File: src/rtl/ps2_host_tx_if.sv
// ps2_host_tx_if: command handshake between a requester and the PS/2 host transmitter.
// The master offers a byte with valid/ready and observes done/err/busy.
interface ps2_host_tx_if;
    logic [7:0] tx_data;
    logic       tx_valid;
    logic       tx_ready;
    logic       tx_done;
    logic       tx_err;
    logic       busy;

    modport master (
        output tx_data,
        output tx_valid,
        input  tx_ready,
        input  tx_done,
        input  tx_err,
        input  busy
    );

    modport slave (
        input  tx_data,
        input  tx_valid,
        output tx_ready,
        output tx_done,
        output tx_err,
        output busy
    );
endinterface

File: src/rtl/ps2_host_tx.sv
// ps2_host_tx: host-to-device PS/2 command transmitter.
// Pulls open-collector PS2_CLK/PS2_DAT low, checks the device ACK, bounds transfer time.
module ps2_host_tx #(
    parameter int INHIBIT_CYCLES = 5000,
    parameter int TIMEOUT_CYCLES = 1000000,
    parameter int FILTER_LEN     = 8
) (
    input  logic         clk,
    input  logic         reset,
    ps2_host_tx_if.slave tx_if,
    input  logic         ps2_clk_in,
    input  logic         ps2_data_in,
    output logic         ps2_clk_oe,
    output logic         ps2_data_oe
);

    localparam int IW = (INHIBIT_CYCLES > 1) ? $clog2(INHIBIT_CYCLES) : 1;
    localparam int TW = $clog2(TIMEOUT_CYCLES + 1);
    localparam int FW = (FILTER_LEN > 1) ? $clog2(FILTER_LEN) : 1;

    typedef enum logic [2:0] {
        S_IDLE,
        S_INHIBIT,
        S_START,
        S_SHIFT,
        S_ACK,
        S_WAIT,
        S_DONE
    } state_t;

    state_t        state_q, state_d;
    logic [1:0]    clk_sync_q, data_sync_q;
    logic          clk_s, data_s;
    logic          filt_q, filt_d;
    logic [FW-1:0] fcnt_q, fcnt_d;
    logic          fall_q, fall_d;
    logic [IW-1:0] inh_q, inh_d;
    logic [TW-1:0] tout_q, tout_d;
    logic [3:0]    bit_q, bit_d;
    logic [7:0]    data_q, data_d;
    logic          par_q, par_d;
    logic          doe_q, doe_d;
    logic          ack_q, ack_d;
    logic          err_q, err_d;
    logic [9:0]    frame;
    logic          tout_hit;

    assign clk_s    = clk_sync_q[1];
    assign data_s   = data_sync_q[1];
    assign frame    = {1'b1, par_q, data_q};
    assign tout_hit = (tout_q == TW'(TIMEOUT_CYCLES));

    // Two-flop synchronizers; lines idle high so reset to 1.
    always_ff @(posedge clk or posedge reset) begin
        if (reset) begin
            clk_sync_q  <= 2'b11;
            data_sync_q <= 2'b11;
        end else begin
            clk_sync_q  <= {clk_sync_q[0], ps2_clk_in};
            data_sync_q <= {data_sync_q[0], ps2_data_in};
        end
    end

    // Clock glitch filter: level follows only a run of FILTER_LEN equal samples.
    always_comb begin
        filt_d = filt_q;
        fcnt_d = '0;
        if (clk_s != filt_q) begin
            if (fcnt_q == FW'(FILTER_LEN - 1)) begin
                filt_d = clk_s;
            end else begin
                fcnt_d = fcnt_q + 1'b1;
            end
        end
        fall_d = filt_q & ~filt_d;
    end

    // Filter state and registered falling-edge strobe.
    always_ff @(posedge clk or posedge reset) begin
        if (reset) begin
            filt_q <= 1'b1;
            fcnt_q <= '0;
            fall_q <= 1'b0;
        end else begin
            filt_q <= filt_d;
            fcnt_q <= fcnt_d;
            fall_q <= fall_d;
        end
    end

    // Transfer sequencer state and datapath registers.
    always_ff @(posedge clk or posedge reset) begin
        if (reset) begin
            state_q <= S_IDLE;
            inh_q   <= '0;
            tout_q  <= '0;
            bit_q   <= '0;
            data_q  <= '0;
            par_q   <= 1'b0;
            doe_q   <= 1'b0;
            ack_q   <= 1'b0;
            err_q   <= 1'b0;
        end else begin
            state_q <= state_d;
            inh_q   <= inh_d;
            tout_q  <= tout_d;
            bit_q   <= bit_d;
            data_q  <= data_d;
            par_q   <= par_d;
            doe_q   <= doe_d;
            ack_q   <= ack_d;
            err_q   <= err_d;
        end
    end

    // Next-state: inhibit, start bit, device-clocked shift, ACK, line-idle wait.
    always_comb begin
        state_d = state_q;
        inh_d   = inh_q;
        tout_d  = tout_q;
        bit_d   = bit_q;
        data_d  = data_q;
        par_d   = par_q;
        doe_d   = doe_q;
        ack_d   = ack_q;
        err_d   = err_q;
        unique case (state_q)
            S_IDLE: begin
                if (tx_if.tx_valid) begin
                    data_d  = tx_if.tx_data;
                    par_d   = ~^tx_if.tx_data;
                    inh_d   = '0;
                    err_d   = 1'b0;
                    doe_d   = 1'b0;
                    state_d = S_INHIBIT;
                end
            end
            S_INHIBIT: begin
                if (inh_q == IW'(INHIBIT_CYCLES - 1)) begin
                    doe_d   = 1'b1;
                    state_d = S_START;
                end else begin
                    inh_d = inh_q + 1'b1;
                end
            end
            S_START: begin
                tout_d  = '0;
                bit_d   = '0;
                state_d = S_SHIFT;
            end
            S_SHIFT, S_ACK, S_WAIT: begin
                if (tout_hit) begin
                    doe_d   = 1'b0;
                    err_d   = 1'b1;
                    state_d = S_DONE;
                end else begin
                    tout_d = tout_q + 1'b1;
                    if (state_q == S_SHIFT && fall_q) begin
                        doe_d = ~frame[bit_q];
                        if (bit_q == 4'd9) begin
                            state_d = S_ACK;
                        end else begin
                            bit_d = bit_q + 4'd1;
                        end
                    end else if (state_q == S_ACK && fall_q) begin
                        ack_d   = data_s;
                        state_d = S_WAIT;
                    end else if (state_q == S_WAIT && filt_q && data_s) begin
                        err_d   = ack_q;
                        state_d = S_DONE;
                    end
                end
            end
            S_DONE: begin
                state_d = S_IDLE;
            end
            default: begin
                state_d = S_IDLE;
            end
        endcase
    end

    assign tx_if.tx_ready = (state_q == S_IDLE);
    assign tx_if.busy     = (state_q != S_IDLE);
    assign tx_if.tx_done  = (state_q == S_DONE);
    assign tx_if.tx_err   = err_q;
    assign ps2_clk_oe     = (state_q == S_INHIBIT) || (state_q == S_START);
    assign ps2_data_oe    = doe_q;

endmodule

File: src/flat_wrapper.sv
// flat-port wrapper written by rule: the top's interface ports become plain ports
module ps2_host_tx_flat 
#(
    parameter int INHIBIT_CYCLES = 5000,
    parameter int TIMEOUT_CYCLES = 1000000,
    parameter int FILTER_LEN     = 8
)
  (clk, reset, ps2_clk_in, ps2_data_in, ps2_clk_oe, ps2_data_oe, tx_if_tx_data, tx_if_tx_valid, tx_if_tx_ready, tx_if_tx_done, tx_if_tx_err, tx_if_busy);
  ps2_host_tx_if tx_if_i ();
  input  logic clk;
  input  logic reset;
  input  logic ps2_clk_in;
  input  logic ps2_data_in;
  output logic ps2_clk_oe;
  output logic ps2_data_oe;
  input wire logic [$bits(tx_if_i.tx_data)-1:0] tx_if_tx_data;
  input wire logic [$bits(tx_if_i.tx_valid)-1:0] tx_if_tx_valid;
  output wire logic [$bits(tx_if_i.tx_ready)-1:0] tx_if_tx_ready;
  output wire logic [$bits(tx_if_i.tx_done)-1:0] tx_if_tx_done;
  output wire logic [$bits(tx_if_i.tx_err)-1:0] tx_if_tx_err;
  output wire logic [$bits(tx_if_i.busy)-1:0] tx_if_busy;
  assign tx_if_i.tx_data = tx_if_tx_data;
  assign tx_if_i.tx_valid = tx_if_tx_valid;
  assign tx_if_tx_ready = tx_if_i.tx_ready;
  assign tx_if_tx_done = tx_if_i.tx_done;
  assign tx_if_tx_err = tx_if_i.tx_err;
  assign tx_if_busy = tx_if_i.busy;
  ps2_host_tx #(.INHIBIT_CYCLES(INHIBIT_CYCLES), .TIMEOUT_CYCLES(TIMEOUT_CYCLES), .FILTER_LEN(FILTER_LEN)) u_core (.clk(clk), .reset(reset), .tx_if(tx_if_i), .ps2_clk_in(ps2_clk_in), .ps2_data_in(ps2_data_in), .ps2_clk_oe(ps2_clk_oe), .ps2_data_oe(ps2_data_oe));
endmodule
File: config.mk
export PLATFORM = sky130hd
export DESIGN_NAME = ps2_host_tx_flat
export DESIGN_NICKNAME = d
export VERILOG_FILES = /design/src/rtl/ps2_host_tx_if.sv /design/src/rtl/ps2_host_tx.sv /design/src/flat_wrapper.sv
export SDC_FILE = /design/constraint.sdc
export NUM_CORES = 1
export LEC_CHECK = 0
export ABC_AREA = 0
export CORE_MARGIN = 2
export CORE_UTILIZATION = 40
export CTS_CLUSTER_DIAMETER = 100
export CTS_CLUSTER_SIZE = 25
export DETAILED_ROUTE_END_ITERATION = 8
export PLACE_DENSITY = 0.68
export SLEW_MARGIN = 20
export SYNTH_ARGS = -nofsm -noshare
export SYNTH_HDL_FRONTEND = slang
export SYNTH_SLANG_ARGS = --single-unit
File: constraint.sdc
create_clock -name clk -period 4.4 [get_ports clk]
set_input_delay 1.32 -clock clk [delete_from_list [all_inputs] [get_ports clk]]
set_output_delay 1.32 -clock clk [all_outputs]
set_load 0.01 [all_outputs]
Word-level counts from Yosys, hierarchy flattened
Cells that the tools add are included.
{ "op_classes": {"add_sub_neg": 4, "order_cmp": 1, "eq_ne": 23, "n_mux": 33, "n_bitwise": 5, "reduce_logical": 21} }
{ "op_table": {"columns": ["cell", "count"], "rows": [
  ["$pmux 20 s2", 1],
  ["$mux 3", 9],
  ["$mux 13", 2],
  ["$pmux 13 s2", 1],
  ["$add 20x1->20 const B", 1],
  ["$eq 20x20->1 const B", 1],
  ["$mux 20", 1],
  ["$reduce_and 4->1", 4],
  ["$add 13x1->13 const B", 1],
  ["$eq 13x13->1 const B", 1],
  ["$eq 3x3->1 const B", 4],
  ["$mux 4", 3],
  ["$pmux 3 s4", 1],
  ["$mux 1", 11],
  ["$ne 2x2->1 const B", 4],
  ["$pmux 4 s2", 1],
  ["$reduce_xnor 8->1", 1],
  ["$eq 3x2->1 const B", 2],
  ["$ne 3x1->1 const B", 2],
  ["$ne 3x2->1 const B", 2],
  ["$reduce_bool 2->1", 3],
  ["$reduce_bool 3->1", 2],
  ["$lt 4x5->1 const B", 1],
  ["$ne 5x1->1 const B", 1],
  ["other kinds (19)", 27]
]} }
{ "totals": {"regBits": 61, "in_bits": 13} }

Depth between registers and ports, before layout
Gate-level depths: netlist of run 1.
{ "depth": {"depth_word": 8, "ltp_mapped": 8, "ltp_nobuf": 7} }

Least setup slack after synthesis of run 1
No wires, ideal clock.
{ "synth_path": {"kind": "register to output", "start": "reg u_core.state_q[0]", "end": "out tx_if_tx_done", "arrival_time_ns": 1.138, "required_ns": 3.080, "path_slack_ns": 1.942, "path_stages_with_launch": 4, "path_buffers": 2, "cell_sequence": "dfrtp_1 > clkbuf_1 > clkbuf_1 > nor3_1"} }
{ "synth_via": {"elab_chain_cells": 1} }
{ "synth_lines": {"columns": ["element", "line_no", "text"], "rows": [
  ["start: declaration", "ps2_host_tx.sv:31", "state_t state_q, state_d;"],
  ["start signal: assignment", "ps2_host_tx.sv:104", "state_q <= state_d;"],
  ["$eq 3x3->1", "ps2_host_tx.sv:185", "assign tx_if.tx_done = (state_q == S_DONE);"],
  ["end: declaration", "flat_wrapper.sv:19", "output wire logic [$bits(tx_if_i.tx_done)-1:0] tx_if_tx_done;"]
]} }
No other way between the ends.

Worst setup path in the final report of run 1
{ "layout_path": {"start": "reg u_core.state_q[1]", "end": "out ps2_clk_oe"} }
{ "layout_via": {"elab_chain_cells": 2} }
{ "layout_lines": {"columns": ["element", "line_no", "text"], "rows": [
  ["$eq 3x1->1 / $eq 3x2->1 (equally long branches)", "ps2_host_tx.sv:187", "assign ps2_clk_oe = (state_q == S_INHIBIT) || (state_q == S_START);"],
  ["$logic_or 1x1->1 *", "ps2_host_tx.sv:187", null],
  ["end: declaration", "flat_wrapper.sv:14", "output logic ps2_clk_oe;"]
]} }
Mark *: on every way between the ends. The rest lies on a longest branch, timed or not.

==> flow_summary.yaml, run 1 <==
clock_network:
  path_clk_slew_ns: 0.07
  postCtsSetupBuffers: 0
  cts_inserted_buffers: 9
  h-tree-depth: 3
  cts_root_buf: "clkbuf_8"
  clk_latency_ns: 0.34
  clkSinkCount: 61
  cts_resized: 0
  cts_buffer_depth: 2
  holdBufCountCts: 0
  cts_tree: "done"
sta:
  fmax_mhz: 276
  tns_ns: 0
  slew_viol_final: 0
  setup_slack_ns: 0.777
  hold_ws_ns: 0.357
  min_period_ns: 3.62
  tightestPinTransition_ns: 1.02
  fin_worst_skew_ns: 0.0119
  finalSetupViolations: 0
  fin_crit_sh_pct: 82.3
  maxSlewHeadroom_pct: 31.7
  rsz0062_at_grt: "false"
  hold_viol: 0
yosys:
  ys_ff_latch: 61
  yosysUniqueCellTypes: 63
  synth.yosys.seq_area_share_pct: 44.8
  synthArstFlopShare_pct: 100
  netlist_area_sq_um: 3420
  synth_edf_count: 0
  ys.flop_type: "dfrtp_1"
  yosys_warnings: 0
  syn_area_per_cell_sq_um: 9.56
  syn_nets: 378
  syn_inst: 358
placement:
  post-place-ws_ns: 1.19
  gp_congestion: 0.853
  hpwlAfterDp_mm: 5.09
  numPortBuffers: 18
power_and_ir_drop:
  power.total_mw: 1.22
  p_leak_nw: 1.53
  power.density_nw_per_um2: 312
  max-vdd-ir-drop_mv: 0.251
global_routing:
  grt_pass1_vias: 2698
  grt_use_total_pct: 17.7
  overflow: 0
  grt_antenna_before_repair: 0
  grt_max_degree: 41
  grt_pass1_wl_mm: 12.8
detailed_routing:
  drt.antenna.violating_nets: 0
  vias_per_cell: 5.66
  vias: 2739
  drt-pass1-iter-count: 4
  drt_first_iter_violations: 197
  drt_wl_total_mm: 7.25
  drc: 0
  routedWlPerCell_um: 15.0
final_layout:
  antenna_cells: 0
  nets: 394
  areaGrowthSynthToFinish_pct: 14.0
  regArea_sq_um: 1530
  final_cell_mix: "dfrtp_1 (56), nand2_1 (51), o21ai_0 (24)"
  layout_commonest_cell: "dfrtp_1"
  nFillCells: 800
  drive_above_1_share_pct: 12.9
  multiInputGateArea_sq_um: 1770
die:
  rows: 33
  die_area_sq_um: 9310
  die_w_um: 96.5
  die_h_um: 96.5
  ioPinCount: 19
  fp.coreArea_sq_um: 8260
  initial_utilization_pct: 41.5
worst_setup_path:
  arrival_ns: 2.30
  crit_type: "reg -> out"
  cp-start-kind: "register"
  cp_max_fo: 13
  end_kind: "output pin"
  crit_required_ns: 3.08
status:
  run_status: "finished, final reports clean"
hold_path:
  hold_path.class: "reg -> reg"
flow_run:
  maxCapViolations: 0
==> cell usage after synthesis, types with 6 or more instances <==
cell      instances  area share [%]
a21oi_1          17             2.5
clkbuf_1         10             1.1
dfrtp_1          56              41
ha_1              7             2.6
inv_1            10             1.1
nand2_1          51             5.6
nand3_1          15             2.2
nand4_1           6             1.1
nor2_1           23             2.5
o211ai_1         11             2.4
o21ai_0          24             3.5
o31ai_1           7             1.5
or3_1            12             2.2
xnor2_1          16             4.1
==> final cells by class <==
| cell class | count | area share, % |
|---|---|---|
| Multi-Input combinational cell | 270 | 45.3 |
| Sequential cell | 61 | 39.3 |
| Timing Repair Buffer | 21 | 5.19 |
| Clock buffer | 12 | 3.98 |
| Tap cell | 105 | 3.37 |
| Clock inverter | 4 | 1.80 |
| Inverter | 11 | 1.06 |
==> per-layer routing <==
metal	global-route usage, %	wire (um)	vias up
met5	0	0	-
met4	4.81	74	0
met3	4.50	300	7
met2	27.8	3390	59
met1	24.3	3490	1338
li1	-	-	1335
==> final timing paths <==
kind,slack (ns),to,cells past startpoint,startpoint
max,0.78,ps2_clk_oe,4,u_core.state_q[1]
min,0.36,u_core.data_sync_q[1],0,u_core.data_sync_q[0]
max reg2reg,1.63,u_core.tout_q[18],5,u_core.state_q[0]
min reg2reg,0.36,u_core.data_sync_q[1],0,u_core.data_sync_q[0]
max in group asynchronous,2.27,u_core.inh_q[1],3,reset
min in group asynchronous,1.45,u_core.tout_q[15],2,reset
==> worst max-delay path: stages, from the launching register on <==
cell	delay (ns)
dfrtp_1	0.56
inv_1	0.19
or3_1	0.49
o21ai_0	0.14
clkdlybuf4s50_1	0.58
==> per-stage QoR <==
step	instances	instance area, sq um	utilization [%]
final	484	3900	47.3
after global placement	468	3680	44.5
after global routing	484	3900	47.3
after CTS	484	3900	47.3
after detailed placement	468	3680	44.5
after floorplan	358	3420	-
==> where the power goes <==
| group | leakage (nW) | internal, mW | switching (mW) | total (mW) |
|---|---|---|---|---|
| Sequential | 0.750 | 0.582 | 0.0131 | 0.595 |
| Clock | 0.116 | 0.348 | 0.212 | 0.560 |
| Combinational | 0.661 | 0.0342 | 0.0295 | 0.0636 |
==> registers in the layout, summed over array words and instances (netlist names), 2 cells and up <==
register            cells
u_core.data_q           8
u_core.inh_q           13
u_core.bit_q            4
u_core.state_q          3
u_core.fcnt_q           3
u_core.clk_sync_q       2
u_core.tout_q          20
u_core.data_sync_q      2
==> kinds of logic (layout without fill, tap and decap cells) <==
kind of cell               count (synthesis)  count (layout)  share of synthesized area [%]
and+or+nand+nor                          146             146                           22.6
xor gates and xnor gates                  21              21                           5.37
buffers and inverters                     27              48                           3.55
AOI/OAI and AO/OA                         88              88                           17.9
muxes                                      8               8                           3.25
DFF                                       61              61                           44.8
adders and majority gates                  7               7                           2.56
Power figures use the tool's default switching activity.
==> inputs of run 2 (changes only) <==
--- a/config.mk
+++ b/config.mk
@@ -11,7 +11,7 @@
 export CTS_CLUSTER_DIAMETER = 100
 export CTS_CLUSTER_SIZE = 25
 export DETAILED_ROUTE_END_ITERATION = 8
-export PLACE_DENSITY = 0.68
+export PLACE_DENSITY = 0.7
 export SLEW_MARGIN = 20
 export SYNTH_ARGS = -nofsm -noshare
 export SYNTH_HDL_FRONTEND = slang
==> constraint.sdc (replaced) <==
create_clock -name clk -period 3.1 [get_ports clk]
set_input_delay 0.93 -clock clk [delete_from_list [all_inputs] [get_ports clk]]
set_output_delay 0.93 -clock clk [all_outputs]
set_load 0.01 [all_outputs]
==> flow_summary.yaml, run 2 (synthesis gave the netlist of run 1 again) <==
power_and_ir_drop:
  comb_power_share_pct: 6.1
  power.total_mw: 1.53
  p_sw_uw: 367
  power.density_nw_per_um2: 390
  p_leak_nw: 1.54
  pwr-share-clk_pct: 38.5
  switching_share_pct: 24.0
  max-vdd-ir-drop_mv: 0.366
  internal_power_mw: 1.16
  pwr-share-seq_pct: 55.4
global_routing:
  grt_use_total_pct: 18.0
  grt_pass1_vias: 2757
  grt_pass1_wl_mm: 12.9
  grt_antenna_before_repair: 0
  overflow: 0
  grt_max_degree: 27
placement:
  dp_cells: 476
  place_area_sq_um: 3750
  gp_congestion: 0.841
  numPortBuffers: 18
  hpwlAfterDp_mm: 5.22
die:
  die_w_um: 96.5
  die_area_sq_um: 9310
  rows: 33
  die_h_um: 96.5
  ioPinCount: 19
  fp.coreArea_sq_um: 8260
  initial_utilization_pct: 41.5
clock_network:
  cts_tree: "done"
  clkSinkCount: 61
  holdBufCountCts: 0
  cts_inserted_buffers: 9
  clk_latency_ns: 0.34
  cts_buffer_depth: 2
  path_clk_slew_ns: 0.06
  cts_root_buf: "clkbuf_8"
  h-tree-depth: 3
  postCtsSetupBuffers: 0
final_layout:
  layout_commonest_cell: "dfrtp_1"
  final_cells: 492
  reg.largest.list: "u_core.tout_q: 20 flops, u_core.inh_q: 13 flops, u_core.data_q: 8 flops"
  largest_reg_flops: 20
  areaGrowthSynthToFinish_pct: 14.3
  nets: 402
  drive_above_1_share_pct: 14.7
  design_area_sq_um: 3910
  antenna_cells: 0
  final_cell_mix: "dfrtp_1 (56), nand2_1 (51), o21ai_0 (24)"
  top_register: "u_core.tout_q"
detailed_routing:
  drt.antenna.violating_nets: 0
  drc: 0
  vias: 2801
  routedWlPerCell_um: 15.0
  drt_first_iter_violations: 185
  routed-wl-met3_um: 372
  drt_wl_total_mm: 7.36
  dr.max_layer_used: "met4"
  drt-pass1-iter-count: 5
  met1_length_mm: 3.45
  vias_per_cell: 5.69
  wl_met2_mm: 3.43
worst_setup_path:
  arrival_ns: 2.05
  crit_required_ns: 2.17
  crit_slowest_cell: "clkdlybuf4s50_1"
  end_kind: "output pin"
  path_cells: "buf_4 > nand2_1 > o21ai_0 > clkdlybuf4s50_1"
  cp_max_fo: 14
  crit_type: "reg -> out"
  cp-start-kind: "register"
  max_stage_delay_ns: 0.57
sta:
  tns_ns: 0
  fmax_mhz: 336
  fin_worst_skew_ns: 0.00671
  fin_crit_sh_pct: 96.0
  tightestPinTransition_ns: 0.681
  finalSetupViolations: 0
  maxSlewHeadroom_pct: 54.6
  hold_viol: 0
  hold_ws_ns: 0.360
  slew_viol_final: 0
  min_period_ns: 2.98
flow_run:
  maxCapViolations: 0
status:
  run_status: "finished, final reports clean"
hold_path:
  hold_path.class: "reg -> reg"
## run 2: changes by cell type in the layout (fill, tap and decap cells not counted)
cell,change
clkbuf_1,+1
or3_1,-1
clkbuf_8,-2
or3_4,+1
clkinvlp_4,+1
clkinv_2,+2
buf_4,+7
buf_12,+1
bufinv_16,-2
## run 2: layer usage
layer	vias to the layer above	track usage [%]
li1	1346	-
met2	83	27.9
met5	-	0
met4	0	7.86
met3	14	4.97
met1	1358	23.7
## run 2: critical path, delay by kind of cell, from the launching register on
kind	cells	cell delay, ns
AO/OA/AOI/OAI	1	0.20
buffers and inverters	2	0.83
flip-flops	1	0.55
AND/OR/NAND/NOR	1	0.12
## run 2: power by group through the flow
| stage | registers [mW] | logic, mW | clock network [mW] |
|---|---|---|---|
| finish | 0.846 | 0.0937 | 0.587 |
| global placement | 0.858 | 0.0934 | 0 |
| global route | 0.847 | 0.110 | 0.650 |
| detailed placement | 0.861 | 0.0972 | 0 |
| floorplan | 0.854 | 0.0593 | 0 |
| CTS | 0.846 | 0.0977 | 0.607 |
## run 2: through the flow
| step | util (%) | setup slack [ns] |
|---|---|---|
| after global placement | 45.4 | 0.462 |
| after detailed placement | 45.4 | 0.461 |
| after floorplan | - | 0.665 |
| after CTS | 47.3 | 0.0629 |
| final | 47.4 | 0.124 |
| after global routing | 47.4 | -0.00264 |
## run 2: path summary, 6_finish.rpt
| path | from | end | slack, ns | cells after the start |
|---|---|---|---|---|
| min reg2reg | u_core.clk_sync_q[0] | u_core.clk_sync_q[1] | 0.36 | 0 |
| max | u_core.state_q[0] | ps2_clk_oe | 0.12 | 4 |
| max in group asynchronous | reset | u_core.filt_q | 1.52 | 3 |
| min | u_core.clk_sync_q[0] | u_core.clk_sync_q[1] | 0.36 | 0 |
| min in group asynchronous | reset | u_core.tout_q[7] | 0.93 | 2 |
| max reg2reg | u_core.inh_q[3] | u_core.state_q[0] | 0.57 | 5 |
## run 2: layout make-up
class | instances | area, sq um
clock inverters | 5 | 27.5
multi-input cells | 270 | 1770
repair buffers | 29 | 275
flip-flops and latches | 61 | 1530
clock buffers | 11 | 131
well taps | 105 | 131
inverters | 11 | 41.3
fillers | 791 | 4340
## run 2: timing repair
action	CTS	global route
resized for setup	0	1
setup endpoints to repair	0	1
endpoints found under the hold margin	0	0
